$ cat src/rtl/cursor_event_ctrl.sv
// Two-cursor controller for the 8x8 grid: queues button events and
// applies them one at a time with edge and no-overlap checks.
module cursor_event_ctrl #(
  parameter int          FIFO_DEPTH = 4,
  parameter logic [5:0]  A_START    = 6'd9,
  parameter logic [5:0]  B_START    = 6'd14,
  parameter logic [31:0] A_KEYS     = {8'd9, 8'd1, 8'd10, 8'd8},
  parameter logic [31:0] B_KEYS     = {8'd12, 8'd4, 8'd13, 8'd11}
) (
  input  logic       CLK,
  input  logic       RST_N,
  input  logic       button_pressed,
  input  logic [7:0] button_index,
  output logic [5:0] a_index,
  output logic [5:0] b_index,
  output logic       moved,
  output logic       blocked,
  output logic [2:0] fifo_level,
  output logic [7:0] drop_count
);

  localparam int PW = (FIFO_DEPTH > 1) ? $clog2(FIFO_DEPTH) : 1;
  localparam int LW = $clog2(FIFO_DEPTH + 1);

  localparam logic [1:0] D_LEFT  = 2'd0;
  localparam logic [1:0] D_RIGHT = 2'd1;
  localparam logic [1:0] D_UP    = 2'd2;
  localparam logic [1:0] D_DOWN  = 2'd3;

  typedef enum logic [1:0] {
    IDLE,
    EVAL,
    COMMIT
  } state_t;

  state_t state, state_d;

  logic [2:0]    mem [FIFO_DEPTH];
  logic [PW-1:0] wr_ptr, rd_ptr;
  logic [LW-1:0] level;

  logic       key_hit;
  logic [2:0] key_ent;
  logic       push_req, full, push, pop;

  logic       ev_sel;
  logic [1:0] ev_dir;
  logic [5:0] tgt_q;

  logic [5:0] cur, oth, tgt;
  logic       at_edge;
  logic       moved_d, blocked_d;

  // Entry format {sel, dir}; later matches win if key tables overlap.
  always_comb begin
    key_hit = 1'b0;
    key_ent = 3'd0;
    for (int i = 0; i < 4; i++) begin
      if (button_index == B_KEYS[8*i +: 8]) begin
        key_hit = 1'b1;
        key_ent = {1'b1, 2'(i)};
      end
      if (button_index == A_KEYS[8*i +: 8]) begin
        key_hit = 1'b1;
        key_ent = {1'b0, 2'(i)};
      end
    end
  end

  assign push_req = button_pressed & key_hit;
  assign full     = (level == LW'(FIFO_DEPTH));
  assign push     = push_req & ~full;

  always_ff @(posedge CLK) begin
    if (push) mem[wr_ptr] <= key_ent;
  end

  always_ff @(posedge CLK or negedge RST_N) begin
    if (!RST_N) begin
      wr_ptr     <= '0;
      rd_ptr     <= '0;
      level      <= '0;
      drop_count <= 8'd0;
    end else begin
      if (push) wr_ptr <= wr_ptr + PW'(1);
      if (pop)  rd_ptr <= rd_ptr + PW'(1);
      unique case ({push, pop})
        2'b10:   level <= level + LW'(1);
        2'b01:   level <= level - LW'(1);
        default: level <= level;
      endcase
      if (push_req && full && drop_count != 8'hFF)
        drop_count <= drop_count + 8'd1;
    end
  end

  assign fifo_level = 3'(level);

  assign cur = ev_sel ? b_index : a_index;
  assign oth = ev_sel ? a_index : b_index;

  always_comb begin
    at_edge = 1'b0;
    tgt     = cur;
    unique case (ev_dir)
      D_LEFT: begin
        at_edge = (cur[2:0] == 3'd0);
        tgt     = cur - 6'd1;
      end
      D_RIGHT: begin
        at_edge = (cur[2:0] == 3'd7);
        tgt     = cur + 6'd1;
      end
      D_UP: begin
        at_edge = (cur[5:3] == 3'd0);
        tgt     = cur - 6'd8;
      end
      D_DOWN: begin
        at_edge = (cur[5:3] == 3'd7);
        tgt     = cur + 6'd8;
      end
      default: begin
        at_edge = 1'b1;
        tgt     = cur;
      end
    endcase
  end

  always_comb begin
    state_d   = state;
    pop       = 1'b0;
    moved_d   = 1'b0;
    blocked_d = 1'b0;
    unique case (state)
      IDLE: begin
        if (level != '0) begin
          pop     = 1'b1;
          state_d = EVAL;
        end
      end
      EVAL: begin
        if (at_edge || tgt == oth) begin
          blocked_d = 1'b1;
          state_d   = IDLE;
        end else begin
          state_d = COMMIT;
        end
      end
      COMMIT: begin
        moved_d = 1'b1;
        state_d = IDLE;
      end
      default: state_d = IDLE;
    endcase
  end

  always_ff @(posedge CLK or negedge RST_N) begin
    if (!RST_N) state <= IDLE;
    else        state <= state_d;
  end

  always_ff @(posedge CLK or negedge RST_N) begin
    if (!RST_N) begin
      a_index <= A_START;
      b_index <= B_START;
      moved   <= 1'b0;
      blocked <= 1'b0;
      ev_sel  <= 1'b0;
      ev_dir  <= 2'd0;
      tgt_q   <= 6'd0;
    end else begin
      moved   <= moved_d;
      blocked <= blocked_d;
      if (pop) {ev_sel, ev_dir} <= mem[rd_ptr];
      if (state == EVAL) tgt_q <= tgt;
      if (state == COMMIT) begin
        if (ev_sel) b_index <= tgt_q;
        else        a_index <= tgt_q;
      end
    end
  end

endmodule

$ cat config.mk
export PLATFORM = sky130hd
export DESIGN_NAME = cursor_event_ctrl
export DESIGN_NICKNAME = d
export VERILOG_FILES = /design/src/rtl/cursor_event_ctrl.sv
export SDC_FILE = /design/constraint.sdc
export NUM_CORES = 1
export LEC_CHECK = 0
export ABC_AREA = 0
export BUFFER_PORTS_ARGS = -buffer_cell sky130_fd_sc_hd__buf_2
export CELL_PAD_IN_SITES_DETAIL_PLACEMENT = 0
export CELL_PAD_IN_SITES_GLOBAL_PLACEMENT = 2
export CORE_MARGIN = 4
export CORE_UTILIZATION = 35
export CTS_CLUSTER_SIZE = 10
export DETAILED_ROUTE_END_ITERATION = 10
export PLACE_DENSITY_LB_ADDON = 0.12
export SLEW_MARGIN = 40
export SYNTH_ARGS = -nofsm -noshare
export SYNTH_HDL_FRONTEND = slang
export SYNTH_SLANG_ARGS = --single-unit
$ cat constraint.sdc
create_clock -name CLK -period 2.75 [get_ports CLK]
set_clock_uncertainty 0.15 [all_clocks]
set_input_delay 0 -clock CLK [delete_from_list [all_inputs] [get_ports CLK]]
set_output_delay 0 -clock CLK [all_outputs]
set_load 0.005 [all_outputs]
# ---- Yosys cells after proc, flatten, opt, wreduce, memory -nomap -nowiden
# Memory sizes are Yosys's and may differ from the RTL's. A register that Yosys moved wholly into a read port is not among the register bits.
# Index checks and enable logic that the tools add are counted.
dict set report word_totals {
  mem_count 1
  reg_bits 37
  in_bits 11
  wordCells 88
  output_inout_bits 25
  ram_bits 12
}
# name words word_bits read_ports rd_clocked_by_memory_dff write_ports line
set mem_list {}
lappend mem_list {mem 4 3 1 1 1 38} ;# logic [2:0] mem [FIFO_DEPTH];
dict set report classes {
  mux 31
  n_bitwise 4
  n_reduce_logical 12
  n_eq_ne 21
  addsub 9
}
# op n
set op_table {}
lappend op_table {{8-bit by 4-bit == test with 1-bit output (second input constant)} 6}
lappend op_table {{3-bit two-way mux} 8}
lappend op_table {{6-bit one-hot mux with 4 select lines} 1}
lappend op_table {{1-bit two-way mux} 15}
lappend op_table {{6-bit two-way mux} 2}
lappend op_table {{3-bit == test (second input constant)} 3}
lappend op_table {{8-bit by 1-bit adder with 8-bit output (second input constant)} 1}
lappend op_table {{2-bit == test (second input constant)} 4}
lappend op_table {{8-bit by 1-bit == test with 1-bit output (second input constant)} 1}
lappend op_table {{8-bit by 3-bit == test with 1-bit output (second input constant)} 1}
lappend op_table {{8-bit != test (second input constant)} 1}
lappend op_table {{6-bit by 1-bit adder with 6-bit output (second input constant)} 1}
lappend op_table {{6-bit by 4-bit adder with 6-bit output (second input constant)} 1}
lappend op_table {{2-bit by 1-bit == test with 1-bit output (second input constant)} 3}
lappend op_table {{6-bit == test} 1}
lappend op_table {{3-bit zero test} 2}
lappend op_table {{3-bit one-hot mux with 2 select lines} 1}
lappend op_table {{6-bit by 1-bit subtractor with 6-bit output (second input constant)} 1}
lappend op_table {{6-bit by 4-bit subtractor with 6-bit output (second input constant)} 1}
lappend op_table {{2-bit by 1-bit adder with 2-bit output (second input constant)} 2}
lappend op_table {{2-bit zero test} 2}
lappend op_table {{2-bit two-way mux} 2}
lappend op_table {{1-bit one-hot mux with 4 select lines} 1}
lappend op_table {{2-bit one-hot mux with 2 select lines} 1}
lappend op_table {{other kinds (11)} 15}

# ---- Longest topological paths before layout
dict set report logic_depth {
  depth_word 13
  depth_mapped 10
  mapped_depth_nobuf 10
}

# ---- Least setup slack after synthesis
# No wires, ideal clock.
dict set report synth_path {
  kind {register to register}
  from {register ev_sel, read port of mem}
  to {register state[1]}
  arrival_time_ps 2667
  path_slack_ps -190
  synth_period_minus_slack_ps 2940
  n_path_buf 2
  path_stages_with_launch 10
  required_ps 2476
  setup_ps 124
  cell_sequence {dfrtp_1 -> buf_6 -> clkbuf_1 -> mux2_2 -> ha_1 -> a21oi_1 -> o21ai_1 -> o41ai_1 -> xor2_1 -> o31a_1}
}
dict set report synth_via {
  elab_chain_cells 7
  elab_cells_between_ends 16
  classes_between {4 x add/sub; 3 x eq/ne; 6 x mux; 3 x reduce/logical}
}
# item line
set synth_rtl {}
lappend synth_rtl {{from (decl)} 46} ;# logic ev_sel;
lappend synth_rtl {{6-bit two-way mux} 99} ;# assign cur = ev_sel ? b_index : a_index;
lappend synth_rtl {{6-bit by 4-bit adder with 6-bit output, or another cell as far along} 120} ;# tgt = cur + 6'd8;
lappend synth_rtl {{6-bit one-hot mux with 4 select lines} 105} ;# unique case (ev_dir)
lappend synth_rtl {{6-bit == test} 142} ;# if (at_edge || tgt == oth) begin
lappend synth_rtl {{1-bit logical OR *} 142}
lappend synth_rtl {{2-bit two-way mux *} 142}
lappend synth_rtl {{2-bit one-hot mux with 2 select lines *} 134} ;# unique case (state)
lappend synth_rtl {{to (signal assigned)} 159} ;# else state <= state_d;
lappend synth_rtl {{to (decl)} 36} ;# state_t state, state_d;
# Every way passes the cells marked *; elsewhere a longest branch is shown, timed or not.
# A chain may end at the register's enable or synchronous reset.

# ---- Final worst setup path
# Ends and elaborated chain as after synthesis.

==> flow_summary.json <==
{
  "finalHoldViolCount": 0,
  "rsz0062_at_grt": "yes",
  "slew_violations": 0,
  "final_nets": 338,
  "ant_nets": 0,
  "yosysTopAreaCell": "dfrtp_1",
  "start_util": 0.367,
  "ctsHtreeMaxLevel": 2,
  "die_area_um2": 9800,
  "crit_chain": "buf_12, mux2i_4, fa_1, nor2b_1, a311o_1, or4_1, o211ai_1, o31a_1",
  "cts.sinks": 52,
  "grt_pass1_vias": 2138,
  "crit_family": "compound AO/OA/AOI/OAI gates",
  "synth_warnings": 0,
  "crit_required_ns": 2.84,
  "clockRootBuffer": "clkbuf_8",
  "io_buffers": 35,
  "arrival_ns": 2.76,
  "min_period_ns": 2.67,
  "gp_congestion": 0.740,
  "cp_slowest_cell": "fa_1",
  "die-width_um": 99.0,
  "clock_path_buffers": 2,
  "ir_drop_v": 0.000328,
  "final_cell_mix": "buf_2 (34), dfrtp_1 (33), buf_4 (26), xnor2_1 (19), mux2_2 (17)",
  "path_max_fanout": 4,
  "worst_pin_slew_ns": 0.604,
  "synth_top_area_frac": 0.302,
  "placed_area_um2": 3360,
  "drtPass1Iterations": 4,
  "cpPeakStageDelay_ns": 0.50,
  "viasPerCell": 4.91,
  "syn_to_final_growth_pct": 24.5,
  "drive_above_1_share": 0.368,
  "endpoint_kind": "flop",
  "ys.flop_type": "dfrtp_1",
  "final_common_cell": "buf_2",
  "leakagePower_uw": 0.00160,
  "yosysSeqAreaShare": 0.472,
  "grt_first_pass_wirelength_um": 10700,
  "syn_inst": 249,
  "synth_edf_count": 12,
  "cts_made_buffers": 5,
  "grt_max_degree": 41,
  "layout_worst_path_cycle_share": 0.972,
  "first_iter_violations": 35,
  "total_power_uw": 4640,
  "power_density_nw_per_um2": 1290,
  "route.detailed.drc": 0,
  "antenna_cells": 0,
  "cts_tree": "built",
  "synth-seq-cells": 52,
  "hp-class": "input port to flop",
  "max_freq_ghz": 0.374,
  "fp-row-count": 32,
  "core_um2": 7890,
  "synth_area_um2": 2900,
  "antenna_found_initial": 0,
  "status": "completed",
  "crit_path_start_kind": "flop",
  "hpwl_um": 4700,
  "syn_nets": 273,
  "synth.distinct_cells": 54,
  "async_flop_share": 0.769,
  "die_y_um": 99.0,
  "critical_path_class": "flop to flop",
  "grtUsageTotal": 0.135,
  "pin_count": 36,
  "syn_avg_cell_area_um2": 11.6,
  "routed_wl_um": 6160,
  "grt_overflow": 0,
  "setup_viol": 0,
  "avgRoutedWirePerCell_um": 14.8,
  "ys_top_cells_by_area": "dfrtp_1 (30%), edfxtp_1 (12%), mux2_2 (7.0%)",
  "vias": 2049,
  "drv_cap": 0,
  "clk_latency_ns": 0.31,
  "critical_path_buf_inv_count": 1,
  "design_area_um2": 3610,
  "slew-limit-headroom": 0.597,
  "cts.reportedPaths.clkPinSlew_ns": 0.10
}
power breakdown:
part | switching [µW] | internal (µW)
clock network | 248 | 177
logic | 1350 | 1530
registers | 262 | 1060
total | 1870 | 2770
flip-flops by register name, indices dropped and copies added (netlist names):
register / count
mem: 12
drop_count: 8
a_index: 6
b_index: 6
tgt_q: 6
fifo_level: 3
ev_dir: 2
rd_ptr: 2
state: 2
wr_ptr: 2
blocked: 1
ev_sel: 1
moved: 1
stage by stage:
step	utilization	hold WS (ns)	std cells	TNS [ns]	setup WS (ns)
after floorplan	-	-0.446	249	0	0.0298
after global placement	0.426	0.0350	404	-0.0255	-0.0255
after detailed placement	0.426	-0.128	404	-0.104	-0.0570
after CTS	0.446	0.0260	417	0	0.00413
after global routing	0.457	0.0512	417	-0.0133	-0.0107
final	0.457	0.0309	417	0	0.0760
synth_stat cells (2+ instances only):
| library cell | n |
|---|---|
| xor2_1 | 9 |
| and3_1 | 2 |
| mux2_2 | 18 |
| o21ai_0 | 8 |
| nor3_1 | 9 |
| nand2b_1 | 5 |
| inv_1 | 14 |
| dfstp_2 | 5 |
| mux4_2 | 3 |
| mux2i_1 | 8 |
| nor2_1 | 11 |
| clkbuf_1 | 4 |
| or4_1 | 2 |
| nand3_1 | 4 |
| a21oi_1 | 6 |
| ha_1 | 10 |
| dfrtp_1 | 35 |
| fa_1 | 3 |
| nor2b_1 | 4 |
| edfxtp_1 | 12 |
| nand4_1 | 5 |
| o211ai_1 | 3 |
| and2_1 | 4 |
| nand2_1 | 14 |
| a211oi_1 | 2 |
| nor3b_1 | 2 |
| a21o_1 | 2 |
| xnor2_1 | 19 |
layout make-up:
cell class | count | area, µm²
fillers | 759 | 4280
multi-input cells | 176 | 1550
flip-flops and latches | 52 | 1370
repair buffers | 65 | 427
well taps | 102 | 128
clock buffers | 6 | 72.6
inverters | 14 | 52.6
clock inverters | 2 | 11.3
cells by family (layout without fill, tap and decap cells):
| logic type | Yosys count | in the layout | share of synthesized area |
|---|---|---|---|
| AOI/OAI and AO/OA | 35 | 35 | 0.0890 |
| buffers and inverters | 21 | 87 | 0.0302 |
| adders and majority gates | 13 | 13 | 0.0639 |
| xor gates and xnor gates | 28 | 28 | 0.0847 |
| DFF | 52 | 52 | 0.472 |
| muxes | 30 | 30 | 0.129 |
| and+or+nand+nor | 70 | 70 | 0.131 |
tightest hold or removal path, stage by stage:
cell      delay (ns)
buf_2           0.08
nor4_1          0.04
nand2_1         0.10
a211oi_2        0.10
nand2_1         0.08
xnor2_1         0.06
path summary, 6_finish.rpt:
path / startpoint / endpoint / slack (ns) / cells after the start
worst max register to register: ev_sel / state[1] / 0.08 / 8
min in group asynchronous: RST_N / wr_ptr[1] / 0.05 / 2
worst min register to register: state[1] / state[0] / 0.33 / 1
worst min-delay path: button_index[6] / drop_count[3] / 0.03 / 6
max in group asynchronous: RST_N / b_index[1] / 1.99 / 2
worst max-delay path: ev_sel / state[1] / 0.08 / 8
metal layers:
metal	global-route usage	part of all wire	vias to the layer above
met2	0.226	0.49	26
met5	0	0	-
met3	0.0290	0.031	7
met1	0.174	0.47	996
met4	0.0441	0.015	0
li1	-	-	1020
what timing repair did:
item,4_1_cts,5_1_grt
buffers inserted,2,0
resized for setup,3,15
hold buffers,3,0
setup endpoints to repair,3,3
pin swaps,1,1
hold endpoints to repair,45,0
gates cloned,0,0
Note: power is estimated with default switching activity, not from simulation.
